## config.mk

```make
export PLATFORM = sky130hd
export DESIGN_NAME = vx_csr_bank
export DESIGN_NICKNAME = d
export VERILOG_FILES = /design/src/rtl/vx_csr_bank.sv
export SDC_FILE = /design/constraint.sdc
export NUM_CORES = 1
export LEC_CHECK = 0
export CAP_MARGIN = 20
export CORE_ASPECT_RATIO = 1.1
export CORE_MARGIN = 2
export CORE_UTILIZATION = 50
export CTS_CLUSTER_SIZE = 30
export DETAILED_ROUTE_END_ITERATION = 10
export PLACE_DENSITY = 0.7
export SLEW_MARGIN = 20
export SYNTH_ARGS = -nofsm -noshare
export SYNTH_HDL_FRONTEND = slang
export SYNTH_SLANG_ARGS = --single-unit
```

## constraint.sdc

```tcl
create_clock -name clk -period 3.85 [get_ports clk]
set_input_delay 0.9625 -clock clk [delete_from_list [all_inputs] [get_ports clk]]
set_output_delay 0.9625 -clock clk [all_outputs]
set_load 0.005 [all_outputs]
```

## src/rtl/vx_csr_bank.sv

```systemverilog
// vx_csr_bank: per-warp floating-point and scratch CSRs plus shared
// mcycle/minstret counters, behind a one-entry request/response register.
// Reads return the pre-write value one cycle after accept.
// Optional feature: define VX_CSR_CTR_SNAPSHOT_EN so that a high-half
// counter read returns the high bits captured by the last low-half read.
`timescale 1ns/1ps

`ifndef CSR_LWID
`define CSR_LWID 12'hCC3
`endif
`ifndef CSR_GWID
`define CSR_GWID 12'hCC4
`endif
`ifndef CSR_NT
`define CSR_NT 12'hFC0
`endif
`ifndef CSR_NW
`define CSR_NW 12'hFC1
`endif
`ifndef CSR_NC
`define CSR_NC 12'hFC2
`endif

module vx_csr_bank #(
  parameter int  CORE_ID     = 0,
  parameter int  NUM_WARPS   = 4,
  parameter int  CTR_WIDTH   = 48,
  parameter int  CMT_BITS    = 3,
  parameter int  NUM_THREADS = 4,
  parameter int  NUM_CORES   = 1,
  localparam int NW          = (NUM_WARPS > 1) ? $clog2(NUM_WARPS) : 1
) (
  input  logic                clk,
  input  logic                reset_n,
  input  logic                req_valid,
  output logic                req_ready,
  input  logic                req_write,
  input  logic [11:0]         req_addr,
  input  logic [NW-1:0]       req_wid,
  input  logic [31:0]         req_data,
  output logic                rsp_valid,
  input  logic                rsp_ready,
  output logic [31:0]         rsp_data,
  output logic [NW-1:0]       rsp_wid,
  output logic                rsp_err,
  input  logic                fpu_valid,
  input  logic [NW-1:0]       fpu_wid,
  input  logic [4:0]          fpu_fflags,
  input  logic [NW-1:0]       frm_wid,
  output logic [2:0]          frm,
  input  logic                busy,
  input  logic                commit_valid,
  input  logic [CMT_BITS-1:0] commit_size
);

  localparam logic [11:0] ADDR_FFLAGS    = 12'h001;
  localparam logic [11:0] ADDR_FRM       = 12'h002;
  localparam logic [11:0] ADDR_FCSR      = 12'h003;
  localparam logic [11:0] ADDR_MSCRATCH  = 12'h340;
  localparam logic [11:0] ADDR_MCYCLE    = 12'hB00;
  localparam logic [11:0] ADDR_MCYCLEH   = 12'hB80;
  localparam logic [11:0] ADDR_MINSTRET  = 12'hB02;
  localparam logic [11:0] ADDR_MINSTRETH = 12'hB82;

  typedef enum logic {EMPTY, FULL} state_t;

  state_t               state, state_nxt;
  logic                 accept, wr_en;
  logic [31:0]          rd_data;
  logic                 rd_err;

  logic [4:0]           fflags     [NUM_WARPS];
  logic [4:0]           fflags_nxt [NUM_WARPS];
  logic [2:0]           frm_r      [NUM_WARPS];
  logic [31:0]          mscratch   [NUM_WARPS];
  logic [CTR_WIDTH-1:0] mcycle, minstret;
  logic [CTR_WIDTH-33:0] mcycle_hi, minstret_hi;

  // Response register next state; a full slot frees up when it is drained.
  always_comb begin
    // NOTE: every output of a combinational block gets a default first, so
    // no path can leave it unassigned and infer a latch.
    state_nxt = state;
    req_ready = (state == EMPTY) || rsp_ready;
    if (req_valid && req_ready) begin
      state_nxt = FULL;
    end else if (rsp_ready) begin
      state_nxt = EMPTY;
    end
  end

  assign accept    = req_valid && req_ready;
  assign wr_en     = accept && req_write;
  assign rsp_valid = (state == FULL);
  assign frm       = frm_r[frm_wid];

  // Response state register.
  always_ff @(posedge clk or negedge reset_n) begin
    // NOTE: clocked state uses non-blocking assignments so every register
    // samples pre-edge values regardless of block evaluation order.
    if (!reset_n) begin
      state <= EMPTY;
    end else begin
      state <= state_nxt;
    end
  end

`ifdef VX_CSR_CTR_SNAPSHOT_EN
  logic [CTR_WIDTH-33:0] mcycle_shadow, minstret_shadow;

  // Capture counter high bits when the matching low half is read.
  always_ff @(posedge clk or negedge reset_n) begin
    if (!reset_n) begin
      mcycle_shadow   <= '0;
      minstret_shadow <= '0;
    end else if (accept) begin
      if (req_addr == ADDR_MCYCLE)   mcycle_shadow   <= mcycle[CTR_WIDTH-1:32];
      if (req_addr == ADDR_MINSTRET) minstret_shadow <= minstret[CTR_WIDTH-1:32];
    end
  end

  assign mcycle_hi   = mcycle_shadow;
  assign minstret_hi = minstret_shadow;
`else
  assign mcycle_hi   = mcycle[CTR_WIDTH-1:32];
  assign minstret_hi = minstret[CTR_WIDTH-1:32];
`endif

  // Read mux: value before any write in this cycle; unknown address flags err.
  always_comb begin
    rd_data = '0;
    rd_err  = 1'b0;
    case (req_addr)
      ADDR_FFLAGS:    rd_data = {27'd0, fflags[req_wid]};
      ADDR_FRM:       rd_data = {29'd0, frm_r[req_wid]};
      ADDR_FCSR:      rd_data = {24'd0, frm_r[req_wid], fflags[req_wid]};
      ADDR_MSCRATCH:  rd_data = mscratch[req_wid];
      ADDR_MCYCLE:    rd_data = mcycle[31:0];
      ADDR_MCYCLEH:   rd_data = 32'(mcycle_hi);
      ADDR_MINSTRET:  rd_data = minstret[31:0];
      ADDR_MINSTRETH: rd_data = 32'(minstret_hi);
      `CSR_LWID:      rd_data = 32'(req_wid);
      `CSR_GWID:      rd_data = 32'(CORE_ID * NUM_WARPS) + 32'(req_wid);
      `CSR_NT:        rd_data = 32'(NUM_THREADS);
      `CSR_NW:        rd_data = 32'(NUM_WARPS);
      `CSR_NC:        rd_data = 32'(NUM_CORES);
      default:        rd_err  = 1'b1;
    endcase
  end

  // Next fflags: a software write lands first, FPU exceptions accumulate on top.
  always_comb begin
    for (int w = 0; w < NUM_WARPS; w++) begin
      fflags_nxt[w] = fflags[w];
      if (wr_en && (req_wid == NW'(w)) &&
          (req_addr == ADDR_FFLAGS || req_addr == ADDR_FCSR)) begin
        fflags_nxt[w] = req_data[4:0];
      end
      if (fpu_valid && (fpu_wid == NW'(w))) begin
        fflags_nxt[w] = fflags_nxt[w] | fpu_fflags;
      end
    end
  end

  // Per-warp CSR storage.
  always_ff @(posedge clk or negedge reset_n) begin
    if (!reset_n) begin
      // NOTE: these arrays are small and software-visible, so each entry is
      // cleared on reset instead of being treated as uninitialised RAM.
      for (int w = 0; w < NUM_WARPS; w++) begin
        fflags[w]   <= '0;
        frm_r[w]    <= '0;
        mscratch[w] <= '0;
      end
    end else begin
      for (int w = 0; w < NUM_WARPS; w++) begin
        fflags[w] <= fflags_nxt[w];
        if (wr_en && (req_wid == NW'(w))) begin
          if (req_addr == ADDR_FRM)      frm_r[w]    <= req_data[2:0];
          if (req_addr == ADDR_FCSR)     frm_r[w]    <= req_data[7:5];
          if (req_addr == ADDR_MSCRATCH) mscratch[w] <= req_data;
        end
      end
    end
  end

  // Free-running performance counters; software writes are ignored.
  always_ff @(posedge clk or negedge reset_n) begin
    if (!reset_n) begin
      mcycle   <= '0;
      minstret <= '0;
    end else begin
      mcycle   <= mcycle + CTR_WIDTH'(busy);
      minstret <= minstret + (commit_valid ? CTR_WIDTH'(commit_size) : '0);
    end
  end

  // Response payload, held while the consumer stalls.
  always_ff @(posedge clk or negedge reset_n) begin
    if (!reset_n) begin
      rsp_data <= '0;
      rsp_wid  <= '0;
      rsp_err  <= 1'b0;
    end else if (accept) begin
      rsp_data <= rd_data;
      rsp_wid  <= req_wid;
      rsp_err  <= rd_err;
    end
  end

endmodule

```

; Yosys cells after proc, flatten, opt, wreduce, memory -nomap -nowiden
; Index checks and enable logic that the tools add are counted.
[totals]
wordCells = 106
input_bits = 66
ramBits = 0
rom_bits = 0
out_inout_bits = 40
regBits = 292
latchBits = 0
n_memories = 0
[op_classes]
n_shift = 0
order_cmp = 2
div = 0
n_addsub = 2
mul = 0
reduce_logical = 31
n_eq_ne = 19
n_bitwise = 7
muxes = 27
[op_table]
columns = cell, count
row1 = 32-bit one-hot mux with 11 select lines, 1
row2 = 12-bit == test (second input constant), 9
row3 = 32-bit binary-select mux with 2-bit select, 1
row4 = 32-bit 2-to-1 mux, 2
row5 = 5-bit 2-to-1 mux, 10
row6 = 48-bit by 1-bit adder with 48-bit output, 1
row7 = 48-bit by 3-bit adder with 48-bit output, 1
row8 = 12-bit by 2-bit == test with 1-bit output (second input constant), 2
row9 = 3-bit 2-to-1 mux, 7
row10 = 5-bit bitwise OR, 4
row11 = 2-bit AND reduction, 8
row12 = 1-bit logical AND, 14
row13 = 13-bit OR reduction, 1
row14 = 3-bit binary-select mux with 2-bit select, 2
row15 = 12-bit by 1-bit == test with 1-bit output (second input constant), 1
row16 = 12-bit by 10-bit == test with 1-bit output (second input constant), 1
row17 = 5-bit binary-select mux with 2-bit select, 1
row18 = 2-bit == test (second input constant), 4
row19 = 3-bit >= comparator (second input constant), 2
row20 = 2-bit inverter with 3-bit output, 2
row21 = 2-bit by 1-bit == test with 1-bit output (second input constant), 2
row22 = 2-bit logical NOT, 2
row23 = 2-bit nonzero test, 2
row24 = 2-bit OR reduction, 2
row25 = other kinds (3), 6

; Longest topological paths before layout
; Gate-level depths: netlist (run 1).
[logic_depth]
depth_word = 9
ltp_mapped = 8

; Worst setup path after synthesis (run 1)
; Ideal clock, no wire load.
[synth_path]
path_type = in2reg
start = input req_addr[0]
end = register mscratch[65] in the netlist's numbering
slack_ps = 962
setup_time_ps = 125
n_path_buf = 3
path_stages = 7
arrival_ps = 2763
cell_sequence = buf_2 -> or4_1 -> buf_4 -> nor4_4 -> nand2_2 -> buf_6 -> mux2_4
[synth_between]
elab_chain_cells = 2
[synth_rtl]
columns = element, line
row1 = start: declaration, 38  ; input logic [11:0] req_addr,
row2 = 12-bit by 10-bit == test with 1-bit output, 181  ; if (req_addr == ADDR_MSCRATCH) mscratch[w] <= req_data;
row3 = 2-bit AND reduction (no source line), -
row4 = end signal: indexed assignment, 181
row5 = end: declaration, 75  ; logic [31:0] mscratch [NUM_WARPS];
; No other way between the ends.
; A chain may end at the register's enable or synchronous reset.

; Final worst setup path (run 1)
[layout_path]
start = input frm_wid[0]
end = output frm[1]
[layout_between]
elab_chain_cells = 4
[layout_rtl]
columns = element, line
row1 = start: declaration, 49  ; input logic [NW-1:0] frm_wid,
row2 = 2-bit inverter with 3-bit output (implied by the code), 95  ; assign frm = frm_r[frm_wid];
row3 = 3-bit binary-select mux with 2-bit select, 95
row4 = 3-bit 2-to-1 mux (implied by the code) (2 in series), 95
row5 = end: declaration, 50  ; output logic [2:0] frm,
; No other way between the ends. The select of a mux whose other input is x is not followed.

==> results of run 1 <==
[sequential cells by signal, summed over array words and instances (netlist names)]
signal,cells
rsp_wid,2
mscratch,128
rsp_data,32
rsp_valid,1
mcycle,48
frm_r,12
fflags,20
rsp_err,1
minstret,48
[final cells by class]
| class | count | area, um^2 |
|---|---|---|
| fillers | 2255 | 11130 |
| flip-flops and latches | 292 | 7307 |
| repair buffers | 147 | 1436 |
| multi-input cells | 743 | 6467 |
| clock inverters | 7 | 41.29 |
| clock buffers | 49 | 903.4 |
| inverters | 12 | 45.04 |
| well taps | 363 | 454.2 |
[synthesized netlist by cell type, types with 12 or more instances]
cell / number
nand2_1: 80
clkbuf_1: 25
mux2i_1: 19
o21ai_0: 24
nor2_1: 44
mux2_4: 30
and3_1: 16
nand4_1: 23
xnor2_1: 52
mux4_2: 43
mux2_2: 116
nand3_1: 42
nor2b_1: 17
and4_1: 12
a222oi_1: 18
dfrtp_1: 292
nor3_1: 30
buf_2: 18
a221o_1: 18
xor2_1: 39
[logic make-up after synthesis]
group / Yosys count
AOI/OAI and AO/OA: 112
xor gates and xnor gates: 91
adders and majority gates: 6
buffers and inverters: 67
DFF: 292
muxes: 208
and+or+nand+nor: 326
[final timing paths]
check | from | to | cells past startpoint | slack [ns]
min in group clk | rsp_wid[1] | rsp_wid[1] | 2 | 0.48
max in group asynchronous | reset_n | mscratch[72] | 2 | 2.46
worst max register to register | minstret[16] | minstret[43] | 5 | 1.46
worst min-delay path | reset_n | minstret[3] | 1 | 0.39
worst min register to register | rsp_wid[1] | rsp_wid[1] | 2 | 0.48
worst max-delay path | frm_wid[0] | frm[1] | 3 | 0.37
[worst max-delay path, delay by kind of cell]
family,cells,cell delay [ns]
buffers and inverters,2,1.03
muxes,1,0.53
[layer usage]
metal	part of all wire, %	GRT usage, %	vias up
met4	2.4	6.421	0
met3	5.7	3.392	61
li1	-	-	4337
met2	48	39.83	312
met1	44	35.26	4989
met5	0	0	-
[per-stage QoR]
| step | utilization (%) | power (uW) | area [um^2] |
|---|---|---|---|
| after CTS | 59.94 | 6784 | 16650 |
| after detailed placement | 56.54 | 3965 | 15710 |
| final | 59.94 | 6723 | 16650 |
| after floorplan | - | 3625 | 14070 |
| after global routing | 59.94 | 6982 | 16650 |
| after global placement | 56.54 | 3952 | 15710 |
[power breakdown]
group	internal, uW	switching [uW]
Sequential	3180	139
Clock	1600	1220
Combinational	273	314
Total	5050	1670
==> results.cfg, run 1 <==
[logic_synthesis]
synth_edf_count = 0
syn_nets = 1174
synthSimpleGateAreaFrac_pct = 12.78
syn_area_per_cell_um2 = 12.77
synthMuxAreaShare_pct = 20.71
synth_top_family_by_area = multiplexers
synth_compound_area_share_pct = 6.205
synth-seq-cells = 292
synth_top_cell_by_area = dfrtp_1
syn_area_mm2 = 0.01407
synth_cells = 1102
synth_xor_area_share_pct = 5.663
yosys.cell_types.count = 63
synthTopCellsByArea = dfrtp_1 52%, mux2_2 9.3%, mux4_2 6.9%
ys.flop_type = dfrtp_1
synthArstFlopShare_pct = 100.0
ys_seq_area_share_pct = 51.92
synthAdderAreaFrac_pct = 0.5867
synth_top_area_share_pct = 51.92
yosysWarningCount = 0

[drt]
wl_mm = 35.39
ant_nets = 0
drt_pass1_iterations = 8
viasPerCell = 6.013
drtIter0Drc = 755
vias = 9699
drc_errors = 0
wl_per_cell_um = 21.94

[clock_network]
insertion_delay_ns = 0.57
cts_buffers = 31
cts_tree = yes
cts_num_sinks = 292
cts_hold_buf = 0
cts_max_path_buffers = 3
post_cts_buffers = 0
htreeDepth = 1
cts.clk_slew.worst_paths_ns = 0.06
root_buffer = clkbuf_16
cts_resized = 0

[status]
status = complete, no violations

[floorplanning]
die_width_um = 164.0
rows = 64
initial_core_util_pct = 50.65
die_y_um = 180.0
core_region_area_mm2 = 0.02779
die-area_mm2 = 0.02951
pin_count = 106

[finish]
layout_common_cells = 292 x dfrtp_1, 116 x mux2_2, 102 x clkdlybuf4s50_1, 80 x nand2_1, 52 x xnor2_1
final_common_cell = dfrtp_1
fin_cells = 1613
drive_gt1_share_pct = 23.84
nets = 1299
antennaDiodeCount = 0
area.growth.synth_to_final_pct = 18.33

[placed_design]
hpwl_mm = 25.11
routabilityCongestion = 0.9162
pre_cts_slack_ns = 0.3658
place_inst = 1557
io_buffers = 105

[grt]
overflow = 0
grt_pass1_vias = 10004
antenna_found_initial = 0
grt_max_degree = 89
grt_usage_pct = 24.64
grt_pass1_wl_mm = 56.67

[min_path]
min_path_type = in2async

[sta]
finalClockSkew_ns = 0.009832
finalSetupViolCount = 0
min_period_ns = 3.484
drv_slew = 0
setup_ws_ns = 0.3659
hold_slack_ns = 0.3933
rsz0062_at_grt = no
fin_setup_tns_ns = 0
hold_viol = 0
slew_headroom_pct = 40.85
timing.fmax_mhz = 287.0
fin_crit_sh_pct = 90.50
tightestPinTransition_ns = 0.8873

[critical_path]
worst_path_most_repeated_cell = clkdlybuf4s50_1
max_stage_delay_ns = 0.57
cp_max_fo = 3
start_kind = primary input
cp-end-kind = primary output
cp.arrival_ns = 2.52
cp_data_required_time_ns = 2.89
critical_path_class = in2out
worstPathCellList = clkdlybuf4s50_1 -> mux4_2 -> clkdlybuf4s50_1
crit_slowest_cell = clkdlybuf4s50_1

[power]
p_per_area_mw_per_mm2 = 403.7
leakagePower_uw = 0.007501
vdd_drop_max_v = 0.0003176

[flow_run]
cap_violations = 0
Power figures use the tool's default switching activity.
==> inputs of run 2 (changes only) <==
==> constraint.sdc (replaced) <==
create_clock -name clk -period 3.85 [get_ports clk]
set_input_delay 0.5775 -clock clk [delete_from_list [all_inputs] [get_ports clk]]
set_output_delay 0.5775 -clock clk [all_outputs]
set_load 0.005 [all_outputs]
==> results.cfg, run 2 (synthesized netlist as in run 1, its figures left out) <==
[power]
p_per_area_mw_per_mm2 = 416.0
leakagePower_uw = 0.007497
vdd_drop_max_v = 0.0003517

[sta]
finalClockSkew_ns = 0.007051
setup_ws_ns = 0.8600
timing.fmax_mhz = 334.5
tightestPinTransition_ns = 0.9428
rsz0062_at_grt = no
slew_headroom_pct = 36.57
fin_setup_tns_ns = 0
min_period_ns = 2.990
finalSetupViolCount = 0
hold_viol = 0
fin_crit_sh_pct = 77.66
drv_slew = 0

[drt]
ant_nets = 0
vias = 9666
wl_per_cell_um = 22.22
drt_pass1_iterations = 5
drtIter0Drc = 793
viasPerCell = 6.019
wl_mm = 35.69
drc_errors = 0

[grt]
antenna_found_initial = 1
grt_max_degree = 88
grt_pass1_wl_mm = 56.85
grt_usage_pct = 24.77
overflow = 0
grt_pass1_vias = 10008

[critical_path]
worstPathCellList = clkdlybuf4s50_1 -> buf_4 -> or4b_2 -> nor4_1 -> a221o_1 -> a31oi_1 -> a311oi_1
critical_path_class = in2reg
crit_slowest_cell = nor4_1
max_stage_delay_ns = 0.75
cp-end-kind = flop
start_kind = primary input
cp_max_fo = 22
cp_data_required_time_ns = 4.30
cp.arrival_ns = 3.44

[floorplanning]
die_width_um = 164.0
core_region_area_mm2 = 0.02779
initial_core_util_pct = 50.65
die-area_mm2 = 0.02951
rows = 64
die_y_um = 180.0
pin_count = 106

[finish]
nets = 1292
drive_gt1_share_pct = 23.99
area.growth.synth_to_final_pct = 18.24
final_common_cell = dfrtp_1
layout_common_cells = 292 x dfrtp_1, 116 x mux2_2, 102 x clkdlybuf4s50_1, 80 x nand2_1, 52 x xnor2_1
top_register = mscratch
reg_top3 = mscratch x128, mcycle x48, minstret x48
largest_reg_flops = 128

[clock_network]
cts_num_sinks = 292
cts_buffers = 30
htreeDepth = 1
cts_tree = yes
cts_resized = 0
root_buffer = clkbuf_16
cts_max_path_buffers = 3
cts_hold_buf = 0
post_cts_buffers = 0
cts.clk_slew.worst_paths_ns = 0.06
insertion_delay_ns = 0.56

[placed_design]
hpwl_mm = 25.31
io_buffers = 105
pre_cts_slack_ns = 0.3198
routabilityCongestion = 0.9321

[min_path]
min_path_type = in2async

[flow_run]
cap_violations = 0

[status]
status = complete, no violations
==> run 2: changes by cell type in the layout (fill, tap and decap cells not counted) <==
cell / previous run / this run
bufinv_16: 0 / 3
clkinv_2: 5 / 8
buf_12: 6 / 2
diode_2: 0 / 1
inv_6: 1 / 0
buf_4: 36 / 34
clkbuf_8: 6 / 7
clkbuf_1: 12 / 4
==> run 2: final cells by class <==
class	count	area (um^2)
Timing Repair Buffer	141	1341
Clock inverter	12	137.6
Clock buffer	42	887.1
Antenna cell	1	2.502
Inverter	12	45.04
Tap cell	363	454.2
Sequential cell	292	7307
Multi-Input combinational cell	743	6467
Fill cell	2197	11140
==> run 2: worst max-delay path: cells and delay by family <==
family / cells / cell delay, ns
AOI/OAI and AO/OA: 3 / 0.61
buffers and inverters: 2 / 0.80
and+or+nand+nor: 2 / 1.45
==> run 2: path summary, 6_finish.rpt <==
check	depth (start not counted)	start	endpoint	slack, ns
worst min register to register	1	minstret[47]	minstret[47]	0.47
min in group clk	1	minstret[47]	minstret[47]	0.47
max in group asynchronous	2	reset_n	mscratch[55]	2.88
worst max-delay path	7	req_addr[1]	rsp_data[2]	0.86
worst max register to register	6	minstret[2]	minstret[42]	1.37
worst min-delay path	1	reset_n	minstret[2]	0.03
==> run 2: routing by layer <==
| layer | share of wire [%] | global-route usage, % |
|---|---|---|
| met5 | 0 | 0 |
| met4 | 2.3 | 6.561 |
| met1 | 45 | 36.10 |
| met2 | 47 | 39.01 |
| met3 | 5.3 | 3.738 |
==> run 2: power breakdown <==
| group | switching [uW] | internal (uW) | total (uW) |
|---|---|---|---|
| clock | 1220 | 1800 | 3010 |
| combinational | 316 | 271 | 586 |
| sequential | 142 | 3180 | 3330 |
| total | 1670 | 5250 | 6920 |
==> run 2: through the flow <==
| step | area (um^2) | util [%] | total power [uW] | hold WS, ns | std cells |
|---|---|---|---|---|---|
| final | 16640 | 59.89 | 6924 | 0.03239 | 1606 |
| after CTS | 16640 | 59.88 | 6972 | 0.05664 | 1605 |
| after global placement | 15620 | 56.20 | 3954 | 0.4612 | 1551 |
| after global routing | 16640 | 59.89 | 7193 | 0.07765 | 1606 |
| after floorplan | 14070 | - | 3625 | 0.2819 | 1102 |
| after detailed placement | 15620 | 56.20 | 3969 | 0.4655 | 1551 |
